## src/rtl/regbank_dump_reader.sv

```systemverilog
// Debug-side register bank dump reader: walks an index range through one bank
// read port and streams each captured word out over valid/ready.
module regbank_dump_reader #(
  parameter int unsigned REGISTER_LENGTH = 32,
  parameter int unsigned NUM_REGS        = 17,
  parameter int unsigned INDEX_WIDTH     = 5,
  parameter int unsigned READ_LATENCY    = 1
) (
  input  logic                       fast_clock,
  input  logic                       reset,
  input  logic                       start,
  input  logic [INDEX_WIDTH-1:0]     first_reg,
  input  logic [INDEX_WIDTH-1:0]     last_reg,
  input  logic                       abort,
  output logic [INDEX_WIDTH-1:0]     bank_addr,
  input  logic [REGISTER_LENGTH-1:0] bank_data,
  output logic                       out_valid,
  input  logic                       out_ready,
  output logic [REGISTER_LENGTH-1:0] out_data,
  output logic [INDEX_WIDTH-1:0]     out_index,
  output logic                       out_last,
  output logic                       busy,
  output logic                       done,
  output logic                       error
);

  localparam int unsigned CNT_W = 2;

  typedef enum logic [2:0] {S_IDLE, S_ISSUE, S_WAIT, S_HOLD, S_DONE} state_t;

  state_t                     r_state, w_state_nxt;
  logic [INDEX_WIDTH-1:0]     r_idx, w_idx_nxt;
  logic [INDEX_WIDTH-1:0]     r_end, w_end_nxt;
  logic [CNT_W-1:0]           r_cnt, w_cnt_nxt;
  logic [INDEX_WIDTH-1:0]     r_bank_addr, w_bank_addr_nxt;
  logic                       r_out_valid, w_out_valid_nxt;
  logic [REGISTER_LENGTH-1:0] r_out_data, w_out_data_nxt;
  logic [INDEX_WIDTH-1:0]     r_out_index, w_out_index_nxt;
  logic                       r_out_last, w_out_last_nxt;
  logic                       r_busy, w_busy_nxt;
  logic                       r_done, w_done_nxt;
  logic                       r_error, w_error_nxt;
  logic                       w_range_ok;
  logic                       w_accept;

  assign w_range_ok = (first_reg <= last_reg) && (32'(last_reg) < NUM_REGS);
  assign w_accept   = r_out_valid && out_ready;

  // State and output registers
  always_ff @(posedge fast_clock) begin
    if (!reset) begin
      r_state     <= S_IDLE;
      r_idx       <= '0;
      r_end       <= '0;
      r_cnt       <= '0;
      r_bank_addr <= '0;
      r_out_valid <= 1'b0;
      r_out_data  <= '0;
      r_out_index <= '0;
      r_out_last  <= 1'b0;
      r_busy      <= 1'b0;
      r_done      <= 1'b0;
      r_error     <= 1'b0;
    end else begin
      r_state     <= w_state_nxt;
      r_idx       <= w_idx_nxt;
      r_end       <= w_end_nxt;
      r_cnt       <= w_cnt_nxt;
      r_bank_addr <= w_bank_addr_nxt;
      r_out_valid <= w_out_valid_nxt;
      r_out_data  <= w_out_data_nxt;
      r_out_index <= w_out_index_nxt;
      r_out_last  <= w_out_last_nxt;
      r_busy      <= w_busy_nxt;
      r_done      <= w_done_nxt;
      r_error     <= w_error_nxt;
    end
  end

  // Next-state and next-output logic; bank_addr is loaded on entry to ISSUE
  // so the address is already on the port for the whole ISSUE cycle.
  always_comb begin
    w_state_nxt     = r_state;
    w_idx_nxt       = r_idx;
    w_end_nxt       = r_end;
    w_cnt_nxt       = r_cnt;
    w_bank_addr_nxt = r_bank_addr;
    w_out_valid_nxt = r_out_valid;
    w_out_data_nxt  = r_out_data;
    w_out_index_nxt = r_out_index;
    w_out_last_nxt  = r_out_last;
    w_done_nxt      = 1'b0;
    w_error_nxt     = 1'b0;

    case (r_state)
      S_IDLE: begin
        if (start) begin
          if (w_range_ok) begin
            w_idx_nxt       = first_reg;
            w_end_nxt       = last_reg;
            w_bank_addr_nxt = first_reg;
            w_state_nxt     = S_ISSUE;
          end else begin
            w_error_nxt = 1'b1;
          end
        end
      end
      S_ISSUE: begin
        w_cnt_nxt   = CNT_W'(READ_LATENCY);
        w_state_nxt = S_WAIT;
      end
      S_WAIT: begin
        w_cnt_nxt = r_cnt - CNT_W'(1);
        if (r_cnt == CNT_W'(1)) begin
          w_out_data_nxt  = bank_data;
          w_out_index_nxt = r_idx;
          w_out_last_nxt  = (r_idx == r_end);
          w_out_valid_nxt = 1'b1;
          w_state_nxt     = S_HOLD;
        end
      end
      S_HOLD: begin
        if (w_accept) begin
          w_out_valid_nxt = 1'b0;
          if (r_out_last) begin
            w_done_nxt  = 1'b1;
            w_state_nxt = S_DONE;
          end else begin
            w_idx_nxt       = r_idx + INDEX_WIDTH'(1);
            w_bank_addr_nxt = r_idx + INDEX_WIDTH'(1);
            w_state_nxt     = S_ISSUE;
          end
        end
      end
      S_DONE: begin
        w_state_nxt = S_IDLE;
      end
      default: begin
        w_state_nxt = S_IDLE;
      end
    endcase

    // Abort overrides everything, including a same-cycle acceptance
    if (abort && (r_state != S_IDLE)) begin
      w_state_nxt     = S_IDLE;
      w_out_valid_nxt = 1'b0;
      w_done_nxt      = 1'b0;
      w_bank_addr_nxt = r_bank_addr;
    end
  end

  assign w_busy_nxt = (w_state_nxt != S_IDLE);

  assign bank_addr = r_bank_addr;
  assign out_valid = r_out_valid;
  assign out_data  = r_out_data;
  assign out_index = r_out_index;
  assign out_last  = r_out_last;
  assign busy      = r_busy;
  assign done      = r_done;
  assign error     = r_error;

endmodule

```

## config.mk

```make
export PLATFORM = sky130hd
export DESIGN_NAME = regbank_dump_reader
export DESIGN_NICKNAME = d
export VERILOG_FILES = /design/src/rtl/regbank_dump_reader.sv
export SDC_FILE = /design/constraint.sdc
export NUM_CORES = 1
export LEC_CHECK = 0
export ABC_AREA = 1
export BUFFER_PORTS_ARGS = -buffer_cell sky130_fd_sc_hd__buf_2
export CAP_MARGIN = 10
export CORE_UTILIZATION = 50
export CTS_BUF_LIST = sky130_fd_sc_hd__clkbuf_8
export DETAILED_ROUTE_END_ITERATION = 10
export GPL_TIMING_DRIVEN = 1
export PLACE_DENSITY = 0.85
export SLEW_MARGIN = 0
export SYNTH_ARGS = -nofsm -noshare
export SYNTH_HDL_FRONTEND = slang
export SYNTH_SLANG_ARGS = --single-unit
```

## constraint.sdc

```tcl
create_clock -name fast_clock -period 2.1 [get_ports fast_clock]
set_input_delay 0.21 -clock fast_clock [delete_from_list [all_inputs] [get_ports fast_clock]]
set_output_delay 0.21 -clock fast_clock [all_outputs]
set_load 0.05 [all_outputs]
```

[Word-level counts from Yosys, hierarchy flattened]
Index checks and enable logic that the tools add are counted.
Operators by class
  add/sub/neg operators: 2
  order comparisons: 2
  equality and inequality tests: 10
  mux-type cells: 18
  bitwise logic cells: 4
  reduce and logical (&&, ||, !) cells: 17
Operators with widths (number)
  5-bit two-way mux: 4
  3-bit two-way mux: 6
  3-bit one-hot mux with 4 select lines: 1
  2-bit inequality test (second input constant): 5
  5-bit one-hot mux with 2 select lines: 1
  3-bit AND reduction: 3
  3-bit by 2-bit equality test with 1-bit output (second input constant): 2
  6-bit AND reduction: 1
  2-bit nonzero test: 3
  3-bit nonzero test: 2
  5-bit by 1-bit adder with 5-bit output (second input constant): 1
  5-bit equality test: 1
  5-bit <= comparator: 1
  5-bit less-than comparator (second input constant): 1
  5-bit AND reduction: 1
  1-bit two-way mux: 4
  1-bit NOT: 4
  2-bit one-hot mux with 2 select lines: 1
  4-bit OR reduction: 1
  3-bit by 1-bit equality test with 1-bit output (second input constant): 1
  1-bit logical AND: 3
  3-bit logical NOT: 1
  2-bit by 1-bit equality test with 1-bit output (second input constant): 1
  1-bit one-hot mux with 2 select lines: 1
  other kinds (3): 3
Storage, ports and cells
  register bits after elaboration: 62
  input bits: 47
  output and inout bits: 47
  word-level logic and storage cells: 65

[Longest topological paths before layout]
  depth in word-level cells: 7
  depth in mapped cells: 14
  mapped depth without buffers: 13

[Least setup slack after synthesis]
OpenSTA, ideal clock, no wires.
  path type: register to register
  start: register r_out_valid (netlist: out_valid)
  end: register r_idx[0]
  setup time: 0.115 ns
  arrival time: 1.438 ns
  required time: 1.985 ns
  path slack: 0.547 ns
  cell stages (with the launch flop): 8
  buffers on the path: 0
  period minus slack after synthesis: 1.553 ns
  cell sequence: dfxtp_1 nand2_1 nor2_1 inv_2 a21oi_4 nand3_1 nand2_1 nor2_1
On the way
  longest elaborated chain between the ends: 3
RTL lines
  start: declaration: RTL line 36  | logic r_out_valid, w_out_valid_nxt;
  start signal: assignment: RTL line 70  | r_out_valid <= w_out_valid_nxt;
  1-bit logical AND: RTL line 47  | assign w_accept = r_out_valid && out_ready;
  2-bit inequality test (no source line)
  5-bit AND reduction (no source line)
  end signal: assignment: RTL line 66  | r_idx <= w_idx_nxt;
  end: declaration: RTL line 32  | logic [INDEX_WIDTH-1:0] r_idx, w_idx_nxt;
Every way passes these cells.
A chain may end at the register's enable or synchronous reset.

[Worst setup path after layout]
  start: register r_state[0]
  end: register r_idx[4]
On the way
  longest elaborated chain between the ends: 3
  elaborated cells on any way between the ends: 9
  classes of those cells: eq/ne: 5; mux: 1; reduce/logical: 3
RTL lines
  start: declaration: RTL line 31  | state_t r_state, w_state_nxt;
  start signal: assignment: RTL line 65  | r_state <= w_state_nxt;
  3-bit by 2-bit equality test with 1-bit output or 3-bit logical NOT (tied branches): RTL line 95  | case (r_state)
  2-bit inequality test (no source line) or 2-bit nonzero test (tied branches)
  5-bit AND reduction (no source line)
Parallel ways exist; a longest one is shown, timed or not.

==> results.cfg <==
[timing]
finalMaxSlewViolations = 0
fin_setup_tns_ns = 0
worstMarginPinSlew_ns = 0.591
fmax_ghz = 0.570
rsz0062_at_grt = false
finalHoldViolCount = 0
fin_crit_ns = 1.75
setup_violations = 0
relSlewSlack_pct = 60.5
whs_ns = 0.106
skew_ns = 0.00896
period_share_pct = 83.5

[route]
drtAntennaViolNets = 0
initialDrtViolationCount = 171
drc = 0
vias = 2644
routed_wl_um = 6410
wl_per_cell_um = 12.1
drt_pass1_iterations = 4
avgViaCountPerCell = 4.98

[global_routing]
grt_usage_pct = 22.0
grt_overflow = 0
grt_use_met1_pct = 26.4
grtUsageMet3_pct = 6.22
first_global_vias = 2124
grt_antenna_before_repair = 1
grt_max_degree = 25
grt_pass1_wl_um = 9320
grt_most_used_layer = met2
met2_usage_pct = 36.0

[job]
cap_violations = 0

[outcome]
status = completed

[synthesis]
yosys_warnings = 0
synth_edf_count = 0
syn_area_um2 = 2710
syn_nets = 418
synth_flop_cell = dfxtp_1
synthArstFlopShare_pct = 0
yosysSeqAreaShare_pct = 45.9
synth_cell_types = 29
syn_inst = 364
synth-seq-cells = 62
synth_area_per_cell_um2 = 7.43

[setup_path]
path_max_fanout = 20
cp_data_arrival_time_ns = 1.99
crit_family = simple AND/OR/NAND/NOR gates
crit_buf_inv = 0
r2r_slack_ns = 0.35
slowest_stage = nand2_1
timing.rr.start = r_state[0]
crit_path_max_incr_delay_ns = 0.49
ff2ff_path_depth = 4
critPathLaunchType = flip-flop
worst-path-stages = 4
endpoint_kind = flip-flop
path_class = flip-flop to flip-flop
crit_chain = nor3_2 > nand2_1 > a21oi_1 > nor2_1
r2r_end = r_idx[4]
critPathRequiredTime_ns = 2.33

[worst_hold_path]
min_path_type = primary input to flip-flop
min_from = bank_data[0]
holdPathStages = 3
holdPathEnd = out_data[0]

[power_and_ir_drop]
peakVddDrop_mv = 0.471
p_leak_nw = 1.65
p_per_area_nw_per_um2 = 834

[clocking]
postCtsSetupRepairBufs = 0
cts_tree = done
worstSkewPairLatency_ns = 0.34
clk_pin_slew_ns = 0.07
clock_path_buffers = 2
htreeDepth = 3
cts-root-buf = clkbuf_8
clock-sinks = 62
numCtsBuffers = 9
ctsHoldBuffers = 0
post_cts_resized = 0

[floorplan]
rows = 26
die_h_um = 75.6
design.die.area_um2 = 5710
die_x_um = 75.6
core_um2 = 5170
start_util_pct = 52.3
io_pins = 94

[cells_and_area]
area.growth.synth_to_final_pct = 25.2
layout_commonest_cell = nand2_1
finalNetCount = 509
drive_gt1_share_pct = 27.0
layout_common_cells = 118 x nand2_1, 93 x buf_2, 62 x dfxtp_1

[placement]
hpwlAfterDp_um = 4470
portBuffers = 93
routabilityCongestion = 0.959
-- worst max-delay path by stage --
stage | end | slack, ns | from
3_3_place_gp | r_idx[2] | 0.30 | last_reg[4]
5_1_grt | bank_addr[0] | 0.28 | r_state[0]
4_1_cts | r_idx[4] | 0.42 | r_state[0]
2_1_floorplan | r_idx[0] | 0.55 | out_valid
6_report | r_idx[4] | 0.35 | r_state[0]
3_5_place_dp | r_idx[0] | 0.24 | last_reg[4]
-- cell usage after synthesis, drive strengths merged (3+ instances only) --
master	n	area, um2
o21ai	8	40.0
inv	29	109
mux2i	3	30.0
dfxtp	62	1240
ha	7	87.6
xnor2	3	26.3
clkbuf	5	28.8
nor3	4	30.0
a21oi	55	287
nand3	18	103
nand2	119	449
buf	13	98.8
nor2	32	130
-- state kept, by name, summed over array words and instances (netlist names) --
name	flops
done	1
r_end	5
r_state	3
bank_addr	5
r_idx	5
out_last	1
out_valid	1
out_data	32
error	1
out_index	5
r_cnt	2
busy	1
-- routing by layer --
metal | wire [um] | vias up
met5 | 0 | -
met4 | 118 | 0
met3 | 379 | 13
met2 | 3050 | 86
met1 | 2860 | 1203
li1 | - | 1342
-- cell families (layout without fill, tap and decap cells) --
family / count (synthesis) / after routing / share of synthesized area, %
flops: 62 / 62 / 45.9
buf+inv: 47 / 143 / 8.74
compound gates: 65 / 65 / 12.6
fa+ha+maj: 7 / 7 / 3.24
xor+xnor: 5 / 5 / 1.62
mux: 3 / 3 / 1.11
simple gates: 175 / 175 / 26.8
other cells: 0 / 1 / 0
-- stage by stage --
step / power, mW / instances / util [%] / cell area [um2] / setup WS [ns]
6_report: 2.82 / 531 / 65.5 / 3390 / 0.347
3_5_place_dp: 1.70 / 514 / 61.2 / 3170 / 0.240
4_1_cts: 2.83 / 530 / 65.4 / 3380 / 0.424
3_3_place_gp: 1.68 / 514 / 61.2 / 3170 / 0.303
5_1_grt: 2.95 / 531 / 65.5 / 3390 / 0.281
2_1_floorplan: 1.59 / 364 / - / 2710 / 0.547
-- power breakdown --
group / switching (mW) / internal (mW) / leakage (nW)
Combinational: 0.272 / 0.138 / 1.03
Clock: 0.457 / 0.688 / 0.119
Sequential: 0.0434 / 1.23 / 0.502
Total: 0.773 / 2.05 / 1.65
-- cell type report --
class	count	area, um2
clock inverter	6	77.6
tap	70	87.6
clock buffer	10	138
inverter	29	109
multi-input combinational	255	1230
fill	449	1790
antenna	1	2.50
timing repair buffer	98	503
sequential	62	1240
-- worst min-delay path: stages --
cell and delay (ns):
buf_2 0.09, nand2_1 0.05, a21oi_1 0.05
No activity file was read; power rests on OpenSTA's default activity.
